<file path="src/rtl/ntt_pkg.sv">
// Shared constants and types for the mod-65537 NTT pre-multiplier.
package ntt_pkg;

    // Modulus 2^16 + 1; 2^16 folds to -1.
    localparam int unsigned Q = 65537;
    // Half of the 32-bit product: fold boundary and iteration count.
    localparam int HALF = 16;
    // Residue encoding of 65536 (== -1 mod Q) in a 17-bit operand.
    localparam logic [16:0] NEG_ONE = 17'h10000;
    // Iteration counter width (counts 0..16).
    localparam int CNT_W = 5;

    typedef enum logic [1:0] {
        IDLE = 2'd0,
        CALC = 2'd1,
        FOLD = 2'd2,
        DONE = 2'd3
    } state_e;

    // True when a residue operand encodes 65536; lower bits are then don't-care.
    function automatic logic is_neg_one(input logic [16:0] op);
        return (op & NEG_ONE) == NEG_ONE;
    endfunction

endpackage

</file>
<file path="src/rtl/ntt_mult_seq_if.sv">
// Operand/result handshake bundle for ntt_mult_seq.
interface ntt_mult_seq_if #(
    parameter int WIDTH = 32
);
    localparam int OPW = WIDTH / 2 + 1;

    logic             in_valid;
    logic             in_ready;
    logic [OPW-1:0]   a;
    logic [OPW-1:0]   b;
    logic             out_valid;
    logic             out_ready;
    logic [WIDTH-1:0] product;
    logic             busy;

    // Producer/consumer side (testbench or upstream datapath).
    modport master (
        output in_valid, a, b, out_ready,
        input  in_ready, out_valid, product, busy
    );

    // Multiplier side.
    modport slave (
        input  in_valid, a, b, out_ready,
        output in_ready, out_valid, product, busy
    );

endinterface

</file>
<file path="src/rtl/ntt_mult_seq_mult_fold.sv">
// Combinational single fold of a 32-bit unsigned product: lo - hi, using
// 2^16 == -1 (mod 65537). Result is signed, range -65535..65535.
module mult_fold
    import ntt_pkg::*;
#(
    parameter int WIDTH = 32
) (
    input  logic [2*HALF-1:0] val_i,
    output logic [WIDTH-1:0]  res_o
);

    logic [WIDTH-1:0] lo_ext;
    logic [WIDTH-1:0] hi_ext;

    assign lo_ext = {{(WIDTH-HALF){1'b0}}, val_i[HALF-1:0]};
    assign hi_ext = {{(WIDTH-HALF){1'b0}}, val_i[2*HALF-1:HALF]};
    // Modular-width subtraction yields the two's-complement signed difference.
    assign res_o  = lo_ext - hi_ext;

endmodule

</file>
<file path="src/rtl/ntt_mult_seq.sv">
// Sequential shift-add modular pre-multiplier for the mod-65537 NTT datapath.
// Multiplies two residues (0..65536) one multiplier bit per cycle, then folds
// the 32-bit product once into a signed value for the downstream reducer.
// Optional build macro NTT_MULT_EARLY_EXIT_EN: leave CALC as soon as the
// remaining multiplier bits are all zero (results unchanged, latency shorter).
module ntt_mult_seq
    import ntt_pkg::*;
#(
    parameter int WIDTH = 32
) (
    input  logic           clk,
    input  logic           rst,
    ntt_mult_seq_if.slave  bus
);

    state_e            state_q, state_d;
    logic [2*HALF-1:0] ma_q, ma_d;
    logic [HALF-1:0]   mb_q, mb_d;
    logic [2*HALF-1:0] acc_q, acc_d;
    logic [CNT_W-1:0]  cnt_q, cnt_d;
    logic [WIDTH-1:0]  product_q, product_d;

    logic              accept;
    logic              a_neg, b_neg;
    logic              a_zero, b_zero;
    logic [WIDTH-1:0]  a_ext, b_ext;
    logic [WIDTH-1:0]  special_val;
    logic [HALF-1:0]   mb_shift;
    logic              calc_last;
    logic [WIDTH-1:0]  fold_res;

    assign bus.in_ready  = (state_q == IDLE) && !rst;
    assign bus.out_valid = (state_q == DONE);
    assign bus.busy      = (state_q != IDLE);
    assign bus.product   = product_q;

    assign accept = bus.in_valid && bus.in_ready;

    // Operand classification for the single-cycle special cases.
    assign a_neg  = is_neg_one(bus.a);
    assign b_neg  = is_neg_one(bus.b);
    assign a_zero = (bus.a[HALF-1:0] == '0);
    assign b_zero = (bus.b[HALF-1:0] == '0);
    assign a_ext  = {{(WIDTH-HALF){1'b0}}, bus.a[HALF-1:0]};
    assign b_ext  = {{(WIDTH-HALF){1'b0}}, bus.b[HALF-1:0]};

    // Resolve special-case results: (-1)(-1)=1, (-1)x=-x, 0*x=0.
    always_comb begin
        // NOTE: every always_comb output gets a default first so no latch is inferred.
        special_val = '0;
        if (a_neg && b_neg) begin
            special_val = WIDTH'(1);
        end else if (a_neg) begin
            special_val = -b_ext;
        end else if (b_neg) begin
            special_val = -a_ext;
        end
    end

    assign mb_shift = mb_q >> 1;

`ifdef NTT_MULT_EARLY_EXIT_EN
    // Stop once no multiplier bits remain; the counter still bounds the loop.
    assign calc_last = (mb_shift == '0) || (cnt_q == CNT_W'(HALF - 1));
`else
    // Fixed 16 iterations regardless of operand value.
    assign calc_last = (cnt_q == CNT_W'(HALF - 1));
`endif

    mult_fold #(
        .WIDTH (WIDTH)
    ) u_fold (
        .val_i (acc_q),
        .res_o (fold_res)
    );

    // Next-state and datapath update for the IDLE/CALC/FOLD/DONE sequencer.
    always_comb begin
        state_d   = state_q;
        ma_d      = ma_q;
        mb_d      = mb_q;
        acc_d     = acc_q;
        cnt_d     = cnt_q;
        product_d = product_q;

        unique case (state_q)
            IDLE: begin
                if (accept) begin
                    if (a_neg || b_neg || a_zero || b_zero) begin
                        product_d = special_val;
                        state_d   = DONE;
                    end else begin
                        ma_d    = {{HALF{1'b0}}, bus.a[HALF-1:0]};
                        mb_d    = bus.b[HALF-1:0];
                        acc_d   = '0;
                        cnt_d   = '0;
                        state_d = CALC;
                    end
                end
            end
            CALC: begin
                if (mb_q[0]) begin
                    acc_d = acc_q + ma_q;
                end
                ma_d  = ma_q << 1;
                mb_d  = mb_shift;
                cnt_d = cnt_q + CNT_W'(1);
                if (calc_last) begin
                    state_d = FOLD;
                end
            end
            FOLD: begin
                product_d = fold_res;
                state_d   = DONE;
            end
            DONE: begin
                if (bus.out_ready) begin
                    state_d = IDLE;
                end
            end
            default: state_d = IDLE;
        endcase
    end

    // State and datapath registers; reset aborts any operation in flight.
    always_ff @(posedge clk or posedge rst) begin
        if (rst) begin
            state_q   <= IDLE;
            ma_q      <= '0;
            mb_q      <= '0;
            acc_q     <= '0;
            cnt_q     <= '0;
            product_q <= '0;
        end else begin
            // NOTE: sequential state uses non-blocking assignment so all registers update together.
            state_q   <= state_d;
            ma_q      <= ma_d;
            mb_q      <= mb_d;
            acc_q     <= acc_d;
            cnt_q     <= cnt_d;
            product_q <= product_d;
        end
    end

endmodule

</file>
<file path="src/flat_wrapper.sv">
// flat-port wrapper written by rule: the top's interface ports become plain ports
module ntt_mult_seq_flat import ntt_pkg::*;
#(
    parameter int WIDTH = 32
)
  (clk, rst, bus_in_valid, bus_a, bus_b, bus_out_ready, bus_in_ready, bus_out_valid, bus_product, bus_busy);
  ntt_mult_seq_if #(.WIDTH(WIDTH)) bus_i ();
  input  logic clk;
  input  logic rst;
  input wire logic [$bits(bus_i.in_valid)-1:0] bus_in_valid;
  input wire logic [$bits(bus_i.a)-1:0] bus_a;
  input wire logic [$bits(bus_i.b)-1:0] bus_b;
  input wire logic [$bits(bus_i.out_ready)-1:0] bus_out_ready;
  output wire logic [$bits(bus_i.in_ready)-1:0] bus_in_ready;
  output wire logic [$bits(bus_i.out_valid)-1:0] bus_out_valid;
  output wire logic [$bits(bus_i.product)-1:0] bus_product;
  output wire logic [$bits(bus_i.busy)-1:0] bus_busy;
  assign bus_i.in_valid = bus_in_valid;
  assign bus_i.a = bus_a;
  assign bus_i.b = bus_b;
  assign bus_i.out_ready = bus_out_ready;
  assign bus_in_ready = bus_i.in_ready;
  assign bus_out_valid = bus_i.out_valid;
  assign bus_product = bus_i.product;
  assign bus_busy = bus_i.busy;
  ntt_mult_seq #(.WIDTH(WIDTH)) u_core (.clk(clk), .rst(rst), .bus(bus_i));
endmodule
</file>
<file path="config.mk">
export PLATFORM = sky130hd
export DESIGN_NAME = ntt_mult_seq_flat
export DESIGN_NICKNAME = d
export VERILOG_FILES = /design/src/rtl/ntt_pkg.sv /design/src/rtl/ntt_mult_seq_if.sv /design/src/rtl/ntt_mult_seq_mult_fold.sv /design/src/rtl/ntt_mult_seq.sv /design/src/flat_wrapper.sv
export SDC_FILE = /design/constraint.sdc
export NUM_CORES = 1
export LEC_CHECK = 0
export ABC_AREA = 1
export BUFFER_PORTS_ARGS = -buffer_cell sky130_fd_sc_hd__buf_2
export CORE_AREA = 2 2 198 200
export DETAILED_ROUTE_END_ITERATION = 6
export DIE_AREA = 0 0 200 202
export PLACE_DENSITY = 0.36
export REMOVE_ABC_BUFFERS = 1
export SETUP_SLACK_MARGIN = 0.1
export SYNTH_ARGS = -nofsm -noshare
export SYNTH_HDL_FRONTEND = slang
export SYNTH_SLANG_ARGS = --single-unit
</file>
<file path="constraint.sdc">
create_clock -name clk -period 6.1 [get_ports clk]
set_clock_uncertainty 0.15 [all_clocks]
set_input_delay 0 -clock clk [delete_from_list [all_inputs] [get_ports clk]]
set_output_delay 0 -clock clk [all_outputs]
set_load 0.02 [all_outputs]
</file>
==> key figures, run 1 <==
STA
  – Post-route setup slack: 2.50 ns
  – Fin. max-slew vios: 0
  – Final cycle utilization of the critical path: 0.589
  – Post-layout min period: between 3 and 4 ns
  – Rel. slew slack: 0.257
  – Setup_tns: 0 ns
  – Final hold vios: 0
  – Fmax: 0.278 GHz
  – Number of setup violations in the final report: 0
  – RSZ-0062 raised after global routing: no
  – Worst-Margin Slew: 1.11 ns

Clock network
  – CTS clk-pin slew, worst paths: roughly 0.06 ns
  – Clock sink count: ~120
  – H-tree Lvls: 4
  – Total CTS buffers: 17
  – CTS tree: yes
  – Resized cells post-CTS: 0
  – Root Buffer: clkbuf_16
  – Post-cts hold buffer count: 38
  – Clk buf depth: 2
  – Post-CTS setup buffers: 0
  – Worst skew pair latency: about 0.43 ns

Placed design
  – Port bufs: between 70 and 80
  – # placed instances: roughly 2100
  – Detail Placement HPWL: ~28 mm
  – Setup slack at placement: between 2 and 2.5 ns
  – DP Area: between 10000 and 15000 sq um
  – Final estimated routing congestion in global placement: around 0.8

Synth
  – Warning count from the yosys run: 0
  – Post-Synth Simple-Gate Area: 0.361
  – Syn_area_per_cell: ~6.3 sq um
  – Post-synthesis mux area share: 0
  – Gate Count Post-Synth: between 1500 and 2000
  – Top-area cell type share of the netlist area: 0.311
  – Largest family of logic cells by synthesized area: simple AND/OR/NAND/NOR gates
  – Sequential share of the synthesized area: 0.311
  – Number of flops mapped to enable cells by yosys: 0
  – Async SR Flop Fraction: 1.00
  – Adder-cell share of the synthesized area: 0.0793
  – Ys flop type: dfrtp_1
  – Commonest cells in the netlist: nand2_1, inv_1, dfrtp_1
  – Mapped cell area: between 9000 and 10000 sq um
  – Synthesis-stage register bit count: around 120
  – Post-synth top area cell: dfrtp_1
  – Compound-Gate Fraction of Synth Area: 0.108
  – Largest cells by area after synthesis: dfrtp_1, nand2_1, inv_1
  – XOR/XNOR share of the synthesized area: 0.0221
  – Count leader, synth: nand2_1
  – Netlist cell types: 40

Critical path
  – Worst reg2reg path endpoint: u_core.acc_q[27]
  – Worst path required time: roughly 6.3 ns
  – Worst R2R Start: u_core.state_q[1]
  – R2R setup slack: between 2 and 3 ns
  – Crit Path Class: register to register
  – Max FO, Critical Path: 52
  – Worst r2r path cells: 9
  – Worst path arrival time: 3.81 ns
  – Critical Path End Type: register
  – Startpoint Class: register

Power
  – Worst vdd ir: roughly 0.00029 V
  – Flop pwr share: 0.260
  – Sw frac: 0.477
  – Clk pwr share: 0.227
  – PwrDens: 417 nW/um^2
  – Logic pwr share: 0.512
  – Internal power: about 2.5 mW
  – NetSw: 2.25 mW
  – Leak pwr: just over 6 nW

Drt
  – Detailed Route WL: about 35 mm
  – DRC: 0
  – Routed Antenna Nets: 0
  – DR vias: ~9300
  – Detailed Routing Iterations Pass 1: 5
  – 1st-iter DRT viols: 419
  – Avg WL per Cell: ~16 um
  – Via density: roughly 4.4

Finish
  – Proportion of layout cells with a drive suffix above 1: 0.0797
  – Area growth syn-to-layout: 19.2%
  – Design area: roughly 11000 sq um
  – Antenna diodes: 0
  – Total Nets Final: about 1700
  – Finished Layout Cells: about 2100
  – Final core utilization: 0.296
  – Filler cells: around 4400

Global route
  – Initial antenna violation count: 0
  – Global route overflow: 0
  – First-pass GRT wire length: around 54 mm
  – Vias in the first global route: around 9200
  – Gr usage total: 0.178
  – Pin count of the biggest net entering global routing: between 60 and 70

Hold path
  – Worst Hold Depth: 5
  – Hold EP: u_core.bus.product[0]
  – Min-delay worst type: input port to register
  – Hold Startpoint: bus_a[16]

Floorplan
  – Chip height: ~200 um
  – Core area: approximately 38000 sq um
  – Die Span X: approximately 200 um
  – Top-Level Pins: 73
  – Die ar.: between 40000 and 50000 sq um
  – Initial core utilization: 0.248
  – Rows: 72

Flow run
  – Max cap viols: 0

Run status
  – Status: finished, final reports clean
how the worst max path moves through the flow:
| stage | startpoint | to | slack (ns) | cells after the start |
|---|---|---|---|---|
| floorplan | rst | u_core.cnt_q[0] | 1.70 | 6 |
| global placement | u_core.state_q[1] | u_core.acc_q[30] | 2.59 | 9 |
| detailed placement | u_core.state_q[1] | u_core.acc_q[30] | 2.46 | 9 |
| CTS | u_core.state_q[1] | u_core.acc_q[26] | 2.44 | 9 |
| global route | u_core.state_q[1] | u_core.acc_q[26] | 2.22 | 9 |
| finish | u_core.state_q[1] | u_core.acc_q[27] | 2.50 | 9 |
per-stage QoR:
step,hold WS [ns],total power [mW]
after floorplan,-0.0702,2.87
after global placement,-0.146,3.67
after detailed placement,-0.145,3.68
after CTS,0.00346,4.80
after global routing,0.0597,5.18
final,0.0179,4.73
layout make-up:
type	instances	area, sq um	share of cell area
sequential	118	2950	0.261
clock buffer	21	460	0.0406
clock inverter	11	148	0.0130
tap	518	648	0.0572
inverter	245	922	0.0814
timing repair buffer	114	771	0.0680
multi-input combinational	1109	5430	0.479
worst max-delay path, cell delays in order, from the launching register on:
cell	delay, ns
dfrtp_1	0.40
inv_1	0.11
ha_2	0.17
buf_4	0.47
inv_2	0.42
a21oi_2	0.37
nand3_2	0.67
nor2_4	0.53
nand3_1	0.13
nand2_1	0.08
registers in the layout, summed over array words and instances, names as in the netlist:
register	cells
u_core.acc_q	32
u_core.ma_q	32
u_core.bus.product	31
u_core.mb_q	16
u_core.cnt_q	5
u_core.state_q	2
power groups by stage:
stage          Sequential, mW  Clock (mW)  Combinational (mW)
4_1_cts                  1.23        1.10                2.47
3_3_place_gp             1.25           0                2.42
6_report                 1.23        1.07                2.42
3_5_place_dp             1.25           0                2.43
5_1_grt                  1.26        1.14                2.78
2_1_floorplan            1.29           0                1.58
placed cells by master, fill, tap and decap left out, drive strengths merged, types with 17 or more instances in the layout:
cell type | Yosys | layout
a21oi | 38 | 38
buf | 23 | 76
clkbuf | 13 | 21
dfrtp | 118 | 118
dlygate4sd3 | 0 | 38
ha | 57 | 57
inv | 245 | 247
nand2 | 606 | 606
nand3 | 86 | 86
nor2 | 106 | 106
o211ai | 17 | 17
o21ai | 113 | 113
per-layer routing:
metal  vias to the layer above  GRT usage  wire length (um)
li1                       4894          -                 -
met2                       142      0.296             16200
met5                         -          0                 0
met1                      4261      0.240             17100
met4                         0     0.0516               695
met3                        31     0.0227              1010
cells by family (layout without fill, tap and decap cells):
| kind of cell | after synthesis | after routing |
|---|---|---|
| simple gates | 841 | 841 |
| compound gates | 185 | 185 |
| fa+ha+maj | 59 | 59 |
| buf+inv | 281 | 391 |
| flops | 118 | 118 |
| xor+xnor | 24 | 24 |
Note: power is estimated with default switching activity, not from simulation.
==> run 2, diff against run 1 <==
--- a/config.mk
+++ b/config.mk
@@ -5,11 +5,11 @@
 export SDC_FILE = /design/constraint.sdc
 export NUM_CORES = 1
 export LEC_CHECK = 0
-export ABC_AREA = 1
+export ABC_AREA = 0
 export BUFFER_PORTS_ARGS = -buffer_cell sky130_fd_sc_hd__buf_2
-export CORE_AREA = 2 2 198 200
+export CORE_AREA = 2 2 183 185
 export DETAILED_ROUTE_END_ITERATION = 6
-export DIE_AREA = 0 0 200 202
+export DIE_AREA = 0 0 185 187
 export PLACE_DENSITY = 0.36
 export REMOVE_ABC_BUFFERS = 1
 export SETUP_SLACK_MARGIN = 0.1
==> constraint.sdc (replaced) <==
create_clock -name clk -period 3.4 [get_ports clk]
set_clock_uncertainty 0.15 [all_clocks]
set_input_delay 0 -clock clk [delete_from_list [all_inputs] [get_ports clk]]
set_output_delay 0 -clock clk [all_outputs]
set_load 0.02 [all_outputs]
==> key figures, run 2 <==
Clock network
  – Worst skew pair latency: 0.43 ns (about the same)
  – CTS clk-pin slew, worst paths: 0.06 ns (about the same)
  – Post-CTS setup buffers: 0 (unchanged)
  – Clock sink count: 118 (unchanged)
  – CTS tree: yes
  – Root Buffer: clkbuf_16
  – H-tree Lvls: 4 (unchanged)
  – Clk buf depth: 2 (unchanged)
  – Total CTS buffers: 17 (unchanged)

STA
  – Final hold slack: 0.180 ns (+0.162 ns)
  – Final cycle utilization of the critical path: 0.915 (+0.325)
  – Worst-Margin Slew: 1.00 ns (-0.105 ns)
  – Post-layout min period: 3.11 ns (-0.485 ns)
  – Rel. slew slack: 0.330 (+0.0728)
  – Fin. max-slew vios: 0 (unchanged)
  – Final hold vios: 0 (unchanged)
  – RSZ-0062 raised after global routing: yes
  – Number of setup violations in the final report: 0 (unchanged)
  – Fmax: 0.322 GHz (+16%)

Floorplan
  – Rows: 67 (-6.9%)
  – Chip height: 187 um (-7.4%)
  – Initial core utilization: 0.246 (-0.00258)
  – Top-Level Pins: 73 (unchanged)
  – Core area: 32900 sq um (-14%)
  – Die ar.: 34600 sq um (-14%)
  – Die Span X: 185 um (-7.5%)

Critical path
  – Worst r2r path cells: 10 (+1)
  – Worst path depth: 10 (+1)
  – Critical Path End Type: register
  – Critical Path Start: u_core.acc_q[14]
  – Worst path arrival time: 3.31 ns (-0.50 ns)
  – Startpoint Class: register
  – Crit Path Class: register to register
  – Worst path required time: 3.60 ns (-2.71 ns)
  – Slowest-stage cell, CP: dfrtp_1
  – Ordered list of cells on the worst path: ha_1 > a21oi_1 > o211a_1 > o21ba_2 > or2_2 > a21o_1 > a2111oi_2 > xor2_1 > or3_1 > o21ai_1
  – Worst R2R Start: u_core.acc_q[14]
  – Crit-path max cell delay: 0.40 ns (-0.27 ns)
  – Max FO, Critical Path: 6 (-88%)
  – Worst reg2reg path endpoint: u_core.acc_q[31]
  – Crit path to: u_core.acc_q[31]
  – CP delay by family, top: compound AO/OA/AOI/OAI gates
  – Buf+Inv Stages, Crit Path: 0 (-3)
  – R2R setup slack: 0.29 ns (-2.21 ns)

Drt
  – Detailed Routing Iterations Pass 1: 4 (-1)
  – Detailed Route WL: 25.5 mm (-27%)
  – DRC: 0 (unchanged)
  – Routed Antenna Nets: 0 (unchanged)
  – Avg WL per Cell: 17.2 um (+5.3%)
  – 1st-iter DRT viols: 269 (-36%)
  – Via density: 4.58 (+4.8%)
  – DR vias: 6781 (-27%)

Hold path
  – Min-delay worst type: input port to asynchronous set/reset pin

Synth
  – Netlist cell types: 77 (+93%)
  – Gate Count Post-Synth: 905 (-40%)
  – Synthesis-stage register bit count: 118 (unchanged)
  – Commonest cells in the netlist: nand2_1, dfrtp_1, nor2_1
  – Sequential share of the synthesized area: 0.366 (+0.0551)
  – Number of flops mapped to enable cells by yosys: 0 (unchanged)
  – Syn_area_per_cell: 8.92 sq um (+42%)
  – Largest cells by area after synthesis: dfrtp_1, ha_1, nand2_1
  – Ys flop type: dfrtp_1
  – Top-area cell type share of the netlist area: 0.366 (+0.0551)
  – Post-synth top area cell: dfrtp_1
  – Async SR Flop Fraction: 1.00 (unchanged)
  – Warning count from the yosys run: 0 (unchanged)
  – Count leader, synth: nand2_1
  – Mapped cell area: 8070 sq um (-15%)

Finish
  – Commonest non-fill, non-tap cells in the layout: nand2_1, dfrtp_1, buf_2
  – Final core utilization: 0.305 (+0.00861)
  – Proportion of layout cells with a drive suffix above 1: 0.150 (+0.0703)
  – Area growth syn-to-layout: 24.0%
  – Finished Layout Cells: 1481 (-31%)
  – Antenna diodes: 0 (unchanged)
  – Total Nets Final: 1118 (-34%)
  – Filler cells: 3538 (-19%)
  – Most common library cell in the layout ignoring fill and taps: nand2_1

Placed design
  – Final estimated routing congestion in global placement: 0.810 (-1.8%)
  – # placed instances: 1412 (-32%)
  – Detail Placement HPWL: 19.1 mm (-32%)
  – Port bufs: 72 (unchanged)

Global route
  – Vias in the first global route: 7014 (-24%)
  – Initial antenna violation count: 0 (unchanged)
  – First-pass GRT wire length: 40.4 mm (-25%)
  – Gr busiest metal: met2
  – Global route overflow: 0 (unchanged)
  – Gr usage total: 0.152 (-0.0260)
  – M2 GR Usage: 0.257 (-0.0386)
  – M1 GR Usage: 0.200 (-0.0400)
  – Pin count of the biggest net entering global routing: 72 (+9.1%)
  – GR Layer Usage met3: 0.0265 (+0.00379)

Power
  – Post-route total power: 9.03 mW (+91%)
  – Worst vdd ir: 0.000395 V (+38%)
  – Leak pwr: 4.53 nW (-26%)
  – PwrDens: 903 nW/um^2 (+120%)

Run status
  – Status: finished, final reports clean

Flow run
  – Max cap viols: 0 (unchanged)
run 2: timing repair:
action,CTS,global route
hold buffers,38,0
gates resized for setup,0,5
endpoints found under the hold margin,159,0
setup endpoints to repair,0,18
run 2: worst min-delay path by stage:
stage	start	endpoint	cells past startpoint	slack [ns]
floorplan	rst	bus_in_ready	1	-0.08
global placement	rst	u_core.bus.product[5]	3	0.11
detailed placement	rst	u_core.state_q[1]	3	0.11
CTS	rst	u_core.bus.product[1]	4	0.20
global route	rst	u_core.bus.product[1]	4	0.25
finish	rst	u_core.state_q[1]	4	0.18
run 2: stage by stage:
stage | setup WS, ns | instance area, sq um | setup TNS, ns
2_1_floorplan | -0.856 | 7840 | -41.33
3_5_place_dp | 0.165 | 9000 | 0
6_report | 0.290 | 10000 | 0
5_1_grt | 0.0558 | 10000 | 0
3_3_place_gp | 0.245 | 9000 | 0
4_1_cts | 0.132 | 9990 | 0
run 2: final cells by class:
type                       instances  area, sq um  area share
tap                              448          561      0.0560
multi-input combinational        707         4760       0.476
inverter                          42          160      0.0160
timing repair buffer             135          966      0.0965
clock inverter                    14          179      0.0179
sequential                       118         2950       0.295
clock buffer                      17          425      0.0425
run 2: report_power, final:
group	internal, mW	switching, mW
registers	1.89	0.352
logic	1.92	2.97
clock network	1.15	0.746
total	4.97	4.07
run 2: routing by layer:
layer,wire length [um],vias up
met5,0,-
met4,266,0
met3,530,12
met2,12200,68
met1,12500,3232
li1,-,3469
run 2: worst min-delay path, cell delays in order:
cell and delay (ns):
dlygate4sd3_1 0.53, buf_2 0.15, inv_4 0.05, buf_4 0.50
run 2: kinds of logic after synthesis:
group,Yosys count,share of synthesized area
AOI/OAI and AO/OA,263,0.217
xor gates and xnor gates,66,0.0716
adders and majority gates,59,0.0933
buffers and inverters,80,0.0479
DFF,118,0.366
muxes,30,0.0372
and+or+nand+nor,289,0.168
